$ cat src/rtl/cpu_seq_pkg.sv
// Shared encodings for the CPU sequencer: FSM states, beat one-hots and the strobe bundle.
package cpu_seq_pkg;

    localparam logic [1:0] ST_IDLE  = 2'd0;
    localparam logic [1:0] ST_FETCH = 2'd1;
    localparam logic [1:0] ST_EXEC  = 2'd2;
    localparam logic [1:0] ST_HALT  = 2'd3;

    localparam logic [3:0] T0 = 4'b0001;
    localparam logic [3:0] T1 = 4'b0010;
    localparam logic [3:0] T2 = 4'b0100;
    localparam logic [3:0] T3 = 4'b1000;

    typedef struct packed {
        logic mem_rd;
        logic ir_load;
        logic pc_inc;
        logic exec_en;
        logic wb_en;
    } strobe_t;

endpackage

$ cat src/rtl/beat_gen.sv
// Four-beat one-hot ring counter; clear parks it at 0000, the next enabled edge restarts at T0.
module beat_gen
    import cpu_seq_pkg::*;
(
    input  logic       clk,
    input  logic       rst,
    input  logic       clr,
    input  logic       en,
    input  logic       hold,
    output logic [3:0] t
);

    always_ff @(posedge clk or negedge rst) begin
        if (!rst) begin
            t <= 4'b0000;
        end else if (clr) begin
            t <= 4'b0000;
        end else if (en && !hold) begin
            t <= (t == 4'b0000) ? T0 : {t[2:0], t[3]};
        end
    end

endmodule

$ cat src/rtl/cpu_sequencer.sv
// Fetch/execute sequencer: four-beat FSM with memory stall timeout, stop latch and retire counter.
module cpu_sequencer
    import cpu_seq_pkg::*;
#(
    parameter int unsigned CNT_W   = 16,
    parameter int unsigned TIMEOUT = 255
) (
    input  logic             clk,
    input  logic             rst,
    input  logic             start,
    input  logic             stop,
    input  logic             step_mode,
    input  logic             halt_req,
    input  logic             mem_ready,
    output logic [3:0]       t,
    output logic [1:0]       state,
    output logic             mem_rd,
    output logic             ir_load,
    output logic             pc_inc,
    output logic             exec_en,
    output logic             wb_en,
    output logic             fault,
    output logic [CNT_W-1:0] instr_cnt
);

    localparam int unsigned STALL_W = (TIMEOUT < 1) ? 1 : $clog2(TIMEOUT + 1);
    localparam logic [STALL_W-1:0] STALL_MAX = STALL_W'(TIMEOUT);

    logic [1:0]         state_q, state_d;
    strobe_t            stb_q, stb_d;
    logic               fault_d;
    logic [CNT_W-1:0]   cnt_d;
    logic [STALL_W-1:0] stall_q, stall_d;
    logic               stop_q, stop_d;
    logic               beat_clr, beat_en, beat_hold;

    beat_gen u_beat_gen (
        .clk  (clk),
        .rst  (rst),
        .clr  (beat_clr),
        .en   (beat_en),
        .hold (beat_hold),
        .t    (t)
    );

    // Next state, next beat control and the strobes that accompany the next beat.
    always_comb begin
        state_d   = state_q;
        stb_d     = '0;
        fault_d   = fault;
        cnt_d     = instr_cnt;
        stall_d   = stall_q;
        stop_d    = 1'b0;
        beat_clr  = 1'b0;
        beat_en   = 1'b0;
        beat_hold = 1'b0;

        case (state_q)
            ST_IDLE: begin
                beat_clr = 1'b1;
                stall_d  = '0;
                if (start && !stop) begin
                    state_d      = ST_FETCH;
                    beat_clr     = 1'b0;
                    beat_en      = 1'b1;
                    stb_d.mem_rd = 1'b1;
                end
            end
            ST_FETCH: begin
                beat_en = 1'b1;
                stop_d  = stop_q | stop;
                if (t == T1 && stb_q.ir_load) begin
                    stb_d.pc_inc = 1'b1;
                    stall_d      = '0;
                end else if (t == T0 || t == T1) begin
                    // T1 is repeated until a cycle carries ir_load; mem_ready here decides that cycle.
                    beat_hold = (t == T1);
                    if (mem_ready) begin
                        stb_d.mem_rd  = 1'b1;
                        stb_d.ir_load = 1'b1;
                        stall_d       = '0;
                    end else if (stall_q == STALL_MAX) begin
                        state_d  = ST_HALT;
                        fault_d  = 1'b1;
                        beat_clr = 1'b1;
                    end else begin
                        stb_d.mem_rd = 1'b1;
                        stall_d      = stall_q + 1'b1;
                    end
                end else if (t == T3) begin
                    state_d = ST_EXEC;
                end
            end
            ST_EXEC: begin
                beat_en = 1'b1;
                stop_d  = stop_q | stop;
                case (t)
                    T0: stb_d.exec_en = 1'b1;
                    T2: stb_d.wb_en   = 1'b1;
                    T3: begin
                        cnt_d  = instr_cnt + CNT_W'(1);
                        stop_d = 1'b0;
                        if (halt_req) begin
                            state_d  = ST_HALT;
                            beat_clr = 1'b1;
                        end else if (stop_q || stop || step_mode) begin
                            state_d  = ST_IDLE;
                            beat_clr = 1'b1;
                        end else begin
                            state_d      = ST_FETCH;
                            stb_d.mem_rd = 1'b1;
                        end
                    end
                    default: ;
                endcase
            end
            ST_HALT: begin
                beat_clr = 1'b1;
            end
            default: begin
                state_d  = ST_IDLE;
                beat_clr = 1'b1;
            end
        endcase
    end

    always_ff @(posedge clk or negedge rst) begin
        if (!rst) begin
            state_q   <= ST_IDLE;
            stb_q     <= '0;
            fault     <= 1'b0;
            instr_cnt <= '0;
            stall_q   <= '0;
            stop_q    <= 1'b0;
        end else begin
            state_q   <= state_d;
            stb_q     <= stb_d;
            fault     <= fault_d;
            instr_cnt <= cnt_d;
            stall_q   <= stall_d;
            stop_q    <= stop_d;
        end
    end

    assign state   = state_q;
    assign mem_rd  = stb_q.mem_rd;
    assign ir_load = stb_q.ir_load;
    assign pc_inc  = stb_q.pc_inc;
    assign exec_en = stb_q.exec_en;
    assign wb_en   = stb_q.wb_en;

endmodule

$ cat config.mk
export PLATFORM = sky130hd
export DESIGN_NAME = cpu_sequencer
export DESIGN_NICKNAME = d
export VERILOG_FILES = /design/src/rtl/cpu_seq_pkg.sv /design/src/rtl/beat_gen.sv /design/src/rtl/cpu_sequencer.sv
export SDC_FILE = /design/constraint.sdc
export NUM_CORES = 1
export LEC_CHECK = 0
export ABC_CLOCK_PERIOD_IN_PS = 5100
export CORE_MARGIN = 3
export CORE_UTILIZATION = 50
export DETAILED_ROUTE_END_ITERATION = 10
export PLACE_DENSITY = 0.83
export SLEW_MARGIN = 30
export SYNTH_ARGS = -nofsm -noshare
export SYNTH_HDL_FRONTEND = slang
export SYNTH_HIERARCHICAL = 1
export SYNTH_SLANG_ARGS = --single-unit
$ cat constraint.sdc
create_clock -name clk -period 5.1 [get_ports clk]
set_input_delay 1.275 -clock clk [delete_from_list [all_inputs] [get_ports clk]]
set_output_delay 1.275 -clock clk [all_outputs]
set_load 0.005 [all_outputs]
; ---- Yosys cells after proc, flatten, opt, wreduce, memory -nomap -nowiden
; Cells that the tools add are included.
; W data, S select, Z words.
[op_classes]
bitwise_logic = 3
shifts = 0
div_mod_pow = 0
muxes = 48
n_mul = 0
eq_ne = 16
n_reduce_logical = 18
add_sub_neg = 2
order_cmp = 0
[ops]
columns = operator, n
row1 = $mux W8, 4
row2 = $mux W2, 12
row3 = $mux W1, 23
row4 = $add A16 B1 Y16 const B, 1
row5 = $pmux W8 S2, 1
row6 = $mux W4, 3
row7 = $ne A3 B3 Y1 const B, 4
row8 = $add A8 B1 Y8 const B, 1
row9 = $eq A8 B8 Y1 const B, 1
row10 = $reduce_and A7 Y1, 1
row11 = $ne A2 B2 Y1 const B, 3
row12 = $pmux W2 S3, 1
row13 = $reduce_and A5 Y1, 1
row14 = $eq A2 B2 Y1 const B, 2
row15 = $eq A4 B1 Y1 const B, 1
row16 = $eq A4 B2 Y1 const B, 1
row17 = $eq A4 B3 Y1 const B, 1
row18 = $eq A4 B4 Y1 const B, 1
row19 = $logic_not A4 Y1, 1
row20 = $ne A4 B4 Y1 const B, 1
row21 = $pmux W1 S2, 2
row22 = $pmux W1 S4, 1
row23 = $reduce_bool A2 Y1, 2
row24 = $logic_and A1 B1 Y1, 3
row25 = 11 further kinds, 15
[totals]
input_bits = 7
word_cells = 98
romBits = 0
output_inout_bits = 28
ramBits = 0
regBits = 37
mem_count = 0
latchBits = 0

; ---- Logic depth before layout (Yosys ltp)
; Gate-level depths: netlist of run 1.
[logic_depth]
word_depth = 9
ltp_mapped = 10
depth_no_buf = 9

; ---- Hierarchy
; The synthesis of run 1 kept the hierarchy.
[by_module_without_submodules]
columns = mod, cells_each, instances, area_each_um2
row1 = cpu_sequencer, 180, 1, 1839.3
row2 = beat_gen, 16, 1, 193.9

; ---- Worst setup path after synthesis of run 1
; Ideal clock, no wire load.
[synth_timing]
kind = input-to-reg
start = input mem_ready
end = register u_beat_gen.t[1]
stages = 3
setup_slack_ns = 2.785
arrival_ns = 2.181
setup_time_ns = 0.133
path_buffers = 0
cell_sequence = or4_1 a31oi_1 nor2_1
[synth_between]
elab_chain_len = 5
elab_cells_between_ends = 6
classes_between = mux: 5 / reduce/logical: 1
[synth_lines]
columns = item, line_no
row1 = "start, declared", cpu_sequencer.sv:14  ; input logic mem_ready,
row2 = $mux W1 *, cpu_sequencer.sv:78  ; if (mem_ready) begin
row3 = $mux W1 *, cpu_sequencer.sv:75  ; end else if (t == T0 || t == T1) begin
row4 = $mux W1 *, cpu_sequencer.sv:72  ; if (t == T1 && stb_q.ir_load) begin
row5 = $pmux W1 S4 *, cpu_sequencer.sv:58  ; case (state_q)
row6 = net beat_clr, cpu_sequencer.sv:35  ; logic beat_clr, beat_en, beat_hold;
row7 = $mux W4 or $reduce_bool A2 Y1 (tied branches), -
row8 = "end signal, assigned", beat_gen.sv:19  ; t <= (t == 4'b0000) ? T0 : {t[2:0], t[3]};
row9 = "end, declared", beat_gen.sv:10  ; output logic [3:0] t
; Mark *: on every way through the listed nets, which the timed path passes. The rest lies on a longest branch.
; A chain may end at the register's enable or synchronous reset.

; ---- Final worst setup path of run 1
[layout_timing]
start = register u_beat_gen.t[0]
end = output t[0]
[layout_lines]
columns = item, line_no
row1 = "end, declared", cpu_sequencer.sv:15  ; output logic [3:0] t,
; No word-level cell between the ends.

==> flow_summary.yaml, run 1 <==
power:
  leakagePower_nw: 1.099
  power_density_mw_per_mm2: 225.4
  ir_worst_vdd_uv: 132.0
placement:
  dp.cells: 275
  gp_congestion: 0.8812
  io_buffers: 34
  post-dp-hpwl_um: 3099
synth:
  synthTopCellsByCount: "dfrtp_1, nor2_1, nand2_1, inv_1"
  async_flop_share: 1.000
  seq_area_frac_synth: 0.4554
  synth-seq-cells: 37
  syn-mean-instance-area_um2: 10.37
  ys.warnings.count: 6
  synth_nets: 209
  synth.distinct_cells: 50
  yosysMostFrequentCell: "dfrtp_1"
  yosysTopAreaCellShare: 0.4554
  yosys-top-cells-area: "dfrtp_1, xnor2_1, ha_1"
  synth_flop_cell: "dfrtp_1"
  netlist_instances: 196
  yosysTopAreaCell: "dfrtp_1"
  synth_edf_count: 0
  synthesis.area_mm2: 0.002033
clock_network:
  ctsResizeCount: 0
  cts_setup_buffers: 0
  cts-root-buf: "clkbuf_8"
  cts_hold_buf: 0
  clk_path_buf_depth: 2
  cts-buffers-inserted: 5
  clock-sinks: 37
  cts_max_level: 2
  clock_latency_ns: 0.28
  cts_tree: "done"
  cts.clk_slew.worst_paths_ns: 0.07
timing:
  hold_viol: 0
  fin_worst_skew_ns: 0.006462
  rsz0062_at_grt: "no"
  max_freq_mhz: 345.9
  max-slew-margin-rel: 0.4276
  min_period_over_period: 0.5669
  drv_slew: 0
  min_period_ns: 2.891
  setup_tns_ns: 0
  worst_pin_slew_ns: 0.8513
  setup_viol: 0
detailed_routing:
  vias_per_cell: 5.710
  wl_um: 4252
  route.vias.total: 1616
  drc: 0
  drtIter0Drc: 106
  first_pass_iters: 4
  wl_per_cell_um: 15.02
  ant_nets: 0
cells_and_area:
  drive_gt1_frac: 0.08936
  stdcell_count: 283
  final_nets: 247
  syn_to_final_growth_pct: 23.94
  diodes: 0
die:
  die_h_um: 69.77
  fp.dieW_um: 69.77
  io_pins: 35
  coreArea_mm2: 0.003799
  dieArea_mm2: 0.004868
  initial_core_util: 0.5352
  row_count: 22
critical_path:
  rr_worst_depth: 5
  max_stage_delay_ns: 0.72
  end_kind: "output port"
  arrival_ns: 1.62
  worst-setup-path-type: "register to output port"
  critPathLaunchType: "register"
  path_depth: 1
  crit_required_ns: 3.83
  crit_fanout: 12
  slowest_stage: "dfrtp_1"
  worst-path-buf-inv: 1
  crit_chain: "clkdlybuf4s50_1"
  crit_family: "flip-flops"
status:
  status: "finished clean"
grt:
  grt-ovfl-total: 0
  grt_pass1_vias: 1614
  grt_pass1_wl_um: 7258
  antenna_found_initial: 0
  globalRouteTotalUtil: 0.1839
  grt_max_degree: 38
worst_hold_path:
  hp-class: "register to register"
  hold_depth: 1
flow_run:
  drv_cap: 0
[area by class of cell]
class	instances	area (um2)
clock buffer	7	86.33
clock inverter	1	30.03
fill	289	1279
inverter	11	41.29
multi-input combinational	144	1028
sequential	37	925.9
tap	48	60.06
timing repair buffer	35	347.8
[layer usage]
| metal | vias up | wire, um | track usage |
|---|---|---|---|
| met5 | - | 0 | 0 |
| met4 | 0 | 48 | 0.06170 |
| met3 | 6 | 272 | 0.05797 |
| met2 | 54 | 2069 | 0.2938 |
| met1 | 774 | 1861 | 0.2359 |
| li1 | 782 | - | - |
[sequential cells by signal, indices dropped and copies added, names as in the netlist]
signal        cells
instr_cnt        16
state             2
fault             1
pc_inc            1
ir_load           1
u_beat_gen/t      4
wb_en             1
exec_en           1
stop_q            1
mem_rd            1
stall_q           8
[per-stage QoR]
stage	instance area (um2)	util	setup WS, ns	hold WS (ns)	power [W]
2_1_floorplan	2033	-	2.785	0.4566	0.0003028
5_1_grt	2520	0.6634	2.162	0.4939	0.0005861
3_5_place_dp	2404	0.6327	2.125	0.4662	0.0003164
6_report	2520	0.6634	2.209	0.4816	0.0005679
3_3_place_gp	2404	0.6327	2.172	0.4552	0.0003161
4_1_cts	2520	0.6634	2.204	0.4810	0.0005724
[path summary, 6_finish.rpt]
path,endpoint,start,slack [ns]
max,t[0],u_beat_gen/t[0],2.21
min,instr_cnt[15],instr_cnt[15],0.48
max reg2reg,u_beat_gen/t[2],u_beat_gen/t[0],2.80
min reg2reg,instr_cnt[15],instr_cnt[15],0.48
max in group asynchronous,stall_q[5],rst,3.37
min in group asynchronous,instr_cnt[15],rst,1.41
[cells in the final DEF, fill, tap and decap left out, drive strengths merged, types with 4 or more instances in the layout]
master | Yosys | layout
nand2 | 16 | 16
and3 | 8 | 8
clkbuf | 1 | 7
nor4 | 6 | 6
nor3 | 9 | 9
xor2 | 7 | 7
xnor2 | 9 | 9
ha | 6 | 6
inv | 11 | 11
dfrtp | 37 | 37
and2 | 4 | 4
nor2 | 18 | 18
mux2i | 5 | 5
clkdlybuf4s50 | 0 | 34
o21ai | 5 | 5
nand3 | 7 | 7
[report_power, final]
group	total (W)	switching (W)	leakage, nW	internal, W
combinational	0.0000156	0.00000926	0.538	0.00000631
sequential	0.000295	0.000000865	0.502	0.000294
clock	0.000257	0.0000980	0.0585	0.000159
[cells by family (layout without fill, tap and decap cells)]
logic type / Yosys count / in the layout / synth area share
AND/OR/NAND/NOR: 88 / 88 / 0.2603
flip-flops: 37 / 37 / 0.4554
AO/OA/AOI/OAI: 28 / 28 / 0.1095
XOR/XNOR: 16 / 16 / 0.06893
buffers and inverters: 15 / 54 / 0.03877
adder cells (fa/ha/maj): 6 / 6 / 0.03692
multiplexers: 6 / 6 / 0.03015
Note: power is estimated with default switching activity, not from simulation.
==> inputs of run 2 (changes only) <==
- ABC_CLOCK_PERIOD_IN_PS: 5100 -> 2600
- CORE_UTILIZATION: 50 -> 47
- PLACE_DENSITY: 0.83 -> 0.82
- clock period: 5.1 -> 2.6 ns (I/O delays scaled with it)
==> flow_summary.yaml, run 2 (same netlist as run 1, synthesis figures left out) <==
detailed_routing:
  wl_per_cell_um: 15.04
  first_pass_iters: 4
  wl_um: 4301
  vias_per_cell: 5.626
  route.vias.total: 1609
  drtIter0Drc: 165
  ant_nets: 0
  drc: 0
grt:
  globalRouteTotalUtil: 0.1797
  grt_pass1_vias: 1568
  grt_max_degree: 38
  antenna_found_initial: 0
  grt_pass1_wl_um: 7196
  grt-ovfl-total: 0
clock_network:
  cts-root-buf: "clkbuf_8"
  clock_latency_ns: 0.30
  cts_hold_buf: 0
  clk_path_buf_depth: 2
  cts.clk_slew.worst_paths_ns: 0.08
  cts-buffers-inserted: 5
  cts_max_level: 2
  ctsResizeCount: 0
  clock-sinks: 37
  cts_tree: "done"
  cts_setup_buffers: 0
cells_and_area:
  diodes: 0
  largest-register: "instr_cnt"
  syn_to_final_growth_pct: 24.37
  final_cell_mix: "dfrtp_1, clkdlybuf4s50_1, nor2_1, nand2_1, inv_1"
  fillCellCount: 349
  reg_top3: "instr_cnt (16), stall_q (8), u_beat_gen/t (4)"
  drive_gt1_frac: 0.1017
  fin_util: 0.6188
  final_common_cell: "dfrtp_1"
  largest_reg_flops: 16
  final_nets: 248
timing:
  setup_tns_ns: 0
  setup_ws_ns: 0.3281
  max_freq_mhz: 440.2
  min_period_over_period: 0.8738
  setup_viol: 0
  min_period_ns: 2.272
  rsz0062_at_grt: "no"
  worst_pin_slew_ns: 0.8261
  fin_worst_skew_ns: 0.005205
  hold_ws_ns: 0.4444
  max-slew-margin-rel: 0.4493
  hold_viol: 0
  drv_slew: 0
die:
  io_pins: 35
  coreArea_mm2: 0.004086
  fp.dieW_um: 71.77
  dieArea_mm2: 0.005151
  row_count: 23
  initial_core_util: 0.4976
  die_h_um: 71.77
critical_path:
  worst-setup-path-type: "register to register"
  critPathLaunchType: "register"
  end_kind: "register"
  crit_required_ns: 2.77
  crit_fanout: 10
  arrival_ns: 2.44
status:
  status: "finished clean"
worst_hold_path:
  hp-class: "input port to async pin"
placement:
  gp_congestion: 0.8914
  io_buffers: 34
  dp_slack_ns: 0.2567
  post-dp-hpwl_um: 2979
power:
  power_density_mw_per_mm2: 449.4
  leakagePower_nw: 1.104
  power_w: 0.001136
  ir_worst_vdd_uv: 266.4
flow_run:
  drv_cap: 0
## run 2: cell type report
type | instances | area, um2 | share of cell area
clock inverter | 2 | 37.54 | 0.01484
inverter | 11 | 41.29 | 0.01633
sequential | 37 | 925.9 | 0.3662
clock buffer | 6 | 82.58 | 0.03266
multi-input combinational | 144 | 1028 | 0.4067
timing repair buffer | 36 | 350.3 | 0.1385
tap | 50 | 62.56 | 0.02474
## run 2: path summary, 6_finish.rpt
kind / cells after the start / slack, ns / endpoint / start
worst max-delay path: 6 / 0.33 / u_beat_gen/t[1] / state[1]
worst min-delay path: 1 / 0.44 / exec_en / rst
worst max register to register: 6 / 0.33 / u_beat_gen/t[1] / state[1]
worst min register to register: 1 / 0.48 / instr_cnt[15] / instr_cnt[15]
max in group asynchronous: 1 / 1.64 / instr_cnt[10] / rst
min in group clk: 1 / 0.48 / instr_cnt[15] / instr_cnt[15]
## run 2: stage by stage
stage	cells	instance area, um2
after detailed placement	278	2409
final	286	2529
after global placement	278	2409
after global routing	286	2529
after CTS	286	2529
after floorplan	196	2033
## run 2: worst max-delay path: stages (launching register included)
cell	delay [ns]
dfrtp_1	0.41
inv_1	0.11
ha_1	0.35
o211ai_4	0.20
or4_1	0.56
a31oi_1	0.41
nor2_1	0.10
## run 2: routing by layer
| metal | vias up | track usage | part of all wire |
|---|---|---|---|
| li1 | 777 | - | - |
| met1 | 784 | 0.2345 | 0.46 |
| met2 | 41 | 0.2816 | 0.48 |
| met3 | 7 | 0.04488 | 0.044 |
| met4 | 0 | 0.08142 | 0.014 |
| met5 | - | 0 | 0 |
## run 2: power breakdown
group          internal (W)  switching, W
clock              0.000312      0.000218
combinational     0.0000106     0.0000179
sequential         0.000577    0.00000179
total              0.000899      0.000237
==> inputs of run 3 (changes only) <==
- REMOVE_ABC_BUFFERS: unset -> 1
==> flow_summary.yaml, run 3 (same netlist as run 1, synthesis figures left out) <==
clock_network:
  cts-buffers-inserted: 5
  cts_max_level: 2
  cts.clk_slew.worst_paths_ns: 0.08
  clock-sinks: 37
  ctsResizeCount: 0
  clk_path_buf_depth: 2
  clock_latency_ns: 0.29
  cts-root-buf: "clkbuf_8"
  cts_hold_buf: 0
  cts_setup_buffers: 0
  cts_tree: "done"
die:
  dieArea_mm2: 0.005151
  row_count: 23
  initial_core_util: 0.4976
  die_h_um: 71.77
  fp.dieW_um: 71.77
  coreArea_mm2: 0.004086
  io_pins: 35
critical_path:
  r2r-end: "u_beat_gen/t[2]"
  ff2ff_setup_slack_ns: 0.41
  rr_worst_depth: 5
  arrival_ns: 2.35
  critPathLaunchType: "register"
  reg2reg_from: "u_beat_gen/t[1]"
  crit_required_ns: 2.76
  end_kind: "register"
  worst-setup-path-type: "register to register"
  crit_fanout: 11
cells_and_area:
  diodes: 0
  stdcell_count: 288
  largest-register: "instr_cnt"
  drive_gt1_frac: 0.1008
  final_common_cell: "dfrtp_1"
  fillCellCount: 359
  syn_to_final_growth_pct: 25.17
  final_nets: 250
  final_cell_mix: "dfrtp_1, clkdlybuf4s50_1, nor2_1, nand2_1, inv_1"
  largest_reg_flops: 16
  reg_top3: "instr_cnt (16), stall_q (8), u_beat_gen/t (4)"
placement:
  dp.cells: 280
  post-dp-hpwl_um: 2960
  io_buffers: 34
  gp_congestion: 0.9100
detailed_routing:
  drc: 0
  first_pass_iters: 4
  ant_nets: 0
  drtIter0Drc: 158
  route.vias.total: 1616
  wl_per_cell_um: 14.57
  vias_per_cell: 5.611
  wl_um: 4196
timing:
  min_period_ns: 2.185
  fin_worst_skew_ns: 0.007495
  hold_viol: 0
  max-slew-margin-rel: 0.4932
  max_freq_mhz: 457.6
  setup_viol: 0
  rsz0062_at_grt: "no"
  setup_tns_ns: 0
  worst_pin_slew_ns: 0.7538
  min_period_over_period: 0.8405
  drv_slew: 0
grt:
  globalRouteTotalUtil: 0.1834
  grt_pass1_vias: 1572
  antenna_found_initial: 0
  grt-ovfl-total: 0
  grt_pass1_wl_um: 7355
  grt_max_degree: 38
power:
  ir_worst_vdd_uv: 316.2
  power_density_mw_per_mm2: 440.8
  leakagePower_nw: 1.115
flow_run:
  drv_cap: 0
worst_hold_path:
  hp-class: "register to register"
  min_delay_worst_endpoint: "instr_cnt[15]"
  holdCritStartpoint: "instr_cnt[15]"
  hold_depth: 1
status:
  status: "finished clean"
==> run 3: where the power goes <==
part	switching, W	leakage (nW)	internal (W)
combinational	0.0000183	0.555	0.0000124
clock	0.000200	0.0585	0.000313
sequential	0.00000172	0.502	0.000577
total	0.000220	1.12	0.000902
==> run 3: worst max path at each step <==
stage,from,end,slack [ns],cells past startpoint
floorplan,u_beat_gen/t[0],u_beat_gen/t[1],0.59,5
global placement,stop,u_beat_gen/t[3],0.32,8
detailed placement,stop,u_beat_gen/t[2],0.26,8
CTS,state[1],u_beat_gen/t[2],0.41,6
global route,state[0],instr_cnt[15],0.24,6
finish,u_beat_gen/t[1],u_beat_gen/t[2],0.41,5
==> run 3: final cells by class <==
type	count	area (um2)	share of cell area
Inverter	11	41.29	0.01622
Sequential cell	37	925.9	0.3638
Multi-Input combinational cell	144	1028	0.4041
Tap cell	50	62.56	0.02458
Clock buffer	7	86.33	0.03392
Timing Repair Buffer	38	370.4	0.1455
Clock inverter	1	30.03	0.01180
==> run 3: worst max-delay path: stages, from the launching register on <==
cell and delay, ns:
dfrtp_1 0.58, nor3b_4 0.29, o211ai_4 0.17, or4_1 0.55, a31oi_1 0.36, nor2_1 0.10
==> run 3: metal layers <==
| metal | track usage | vias to the layer above | share of wire |
|---|---|---|---|
| met5 | 0 | - | 0 |
| met4 | 0.08351 | 0 | 0.020 |
| met3 | 0.05470 | 9 | 0.066 |
| met2 | 0.2735 | 61 | 0.46 |
| met1 | 0.2462 | 760 | 0.45 |
| li1 | - | 786 | - |
==> run 3: through the flow <==
step	utilization	setup slack (ns)	hold slack, ns	total power (W)	instance area, um2
finish	0.6228	0.4147	0.4667	0.001122	2545
global route	0.6228	0.2438	0.4912	0.001174	2545
CTS	0.6228	0.4075	0.4711	0.001137	2545
detailed placement	0.5943	0.2631	0.4573	0.0006211	2429
global placement	0.5943	0.3187	0.4607	0.0006211	2429
floorplan	-	0.5905	0.3544	0.0005939	1996
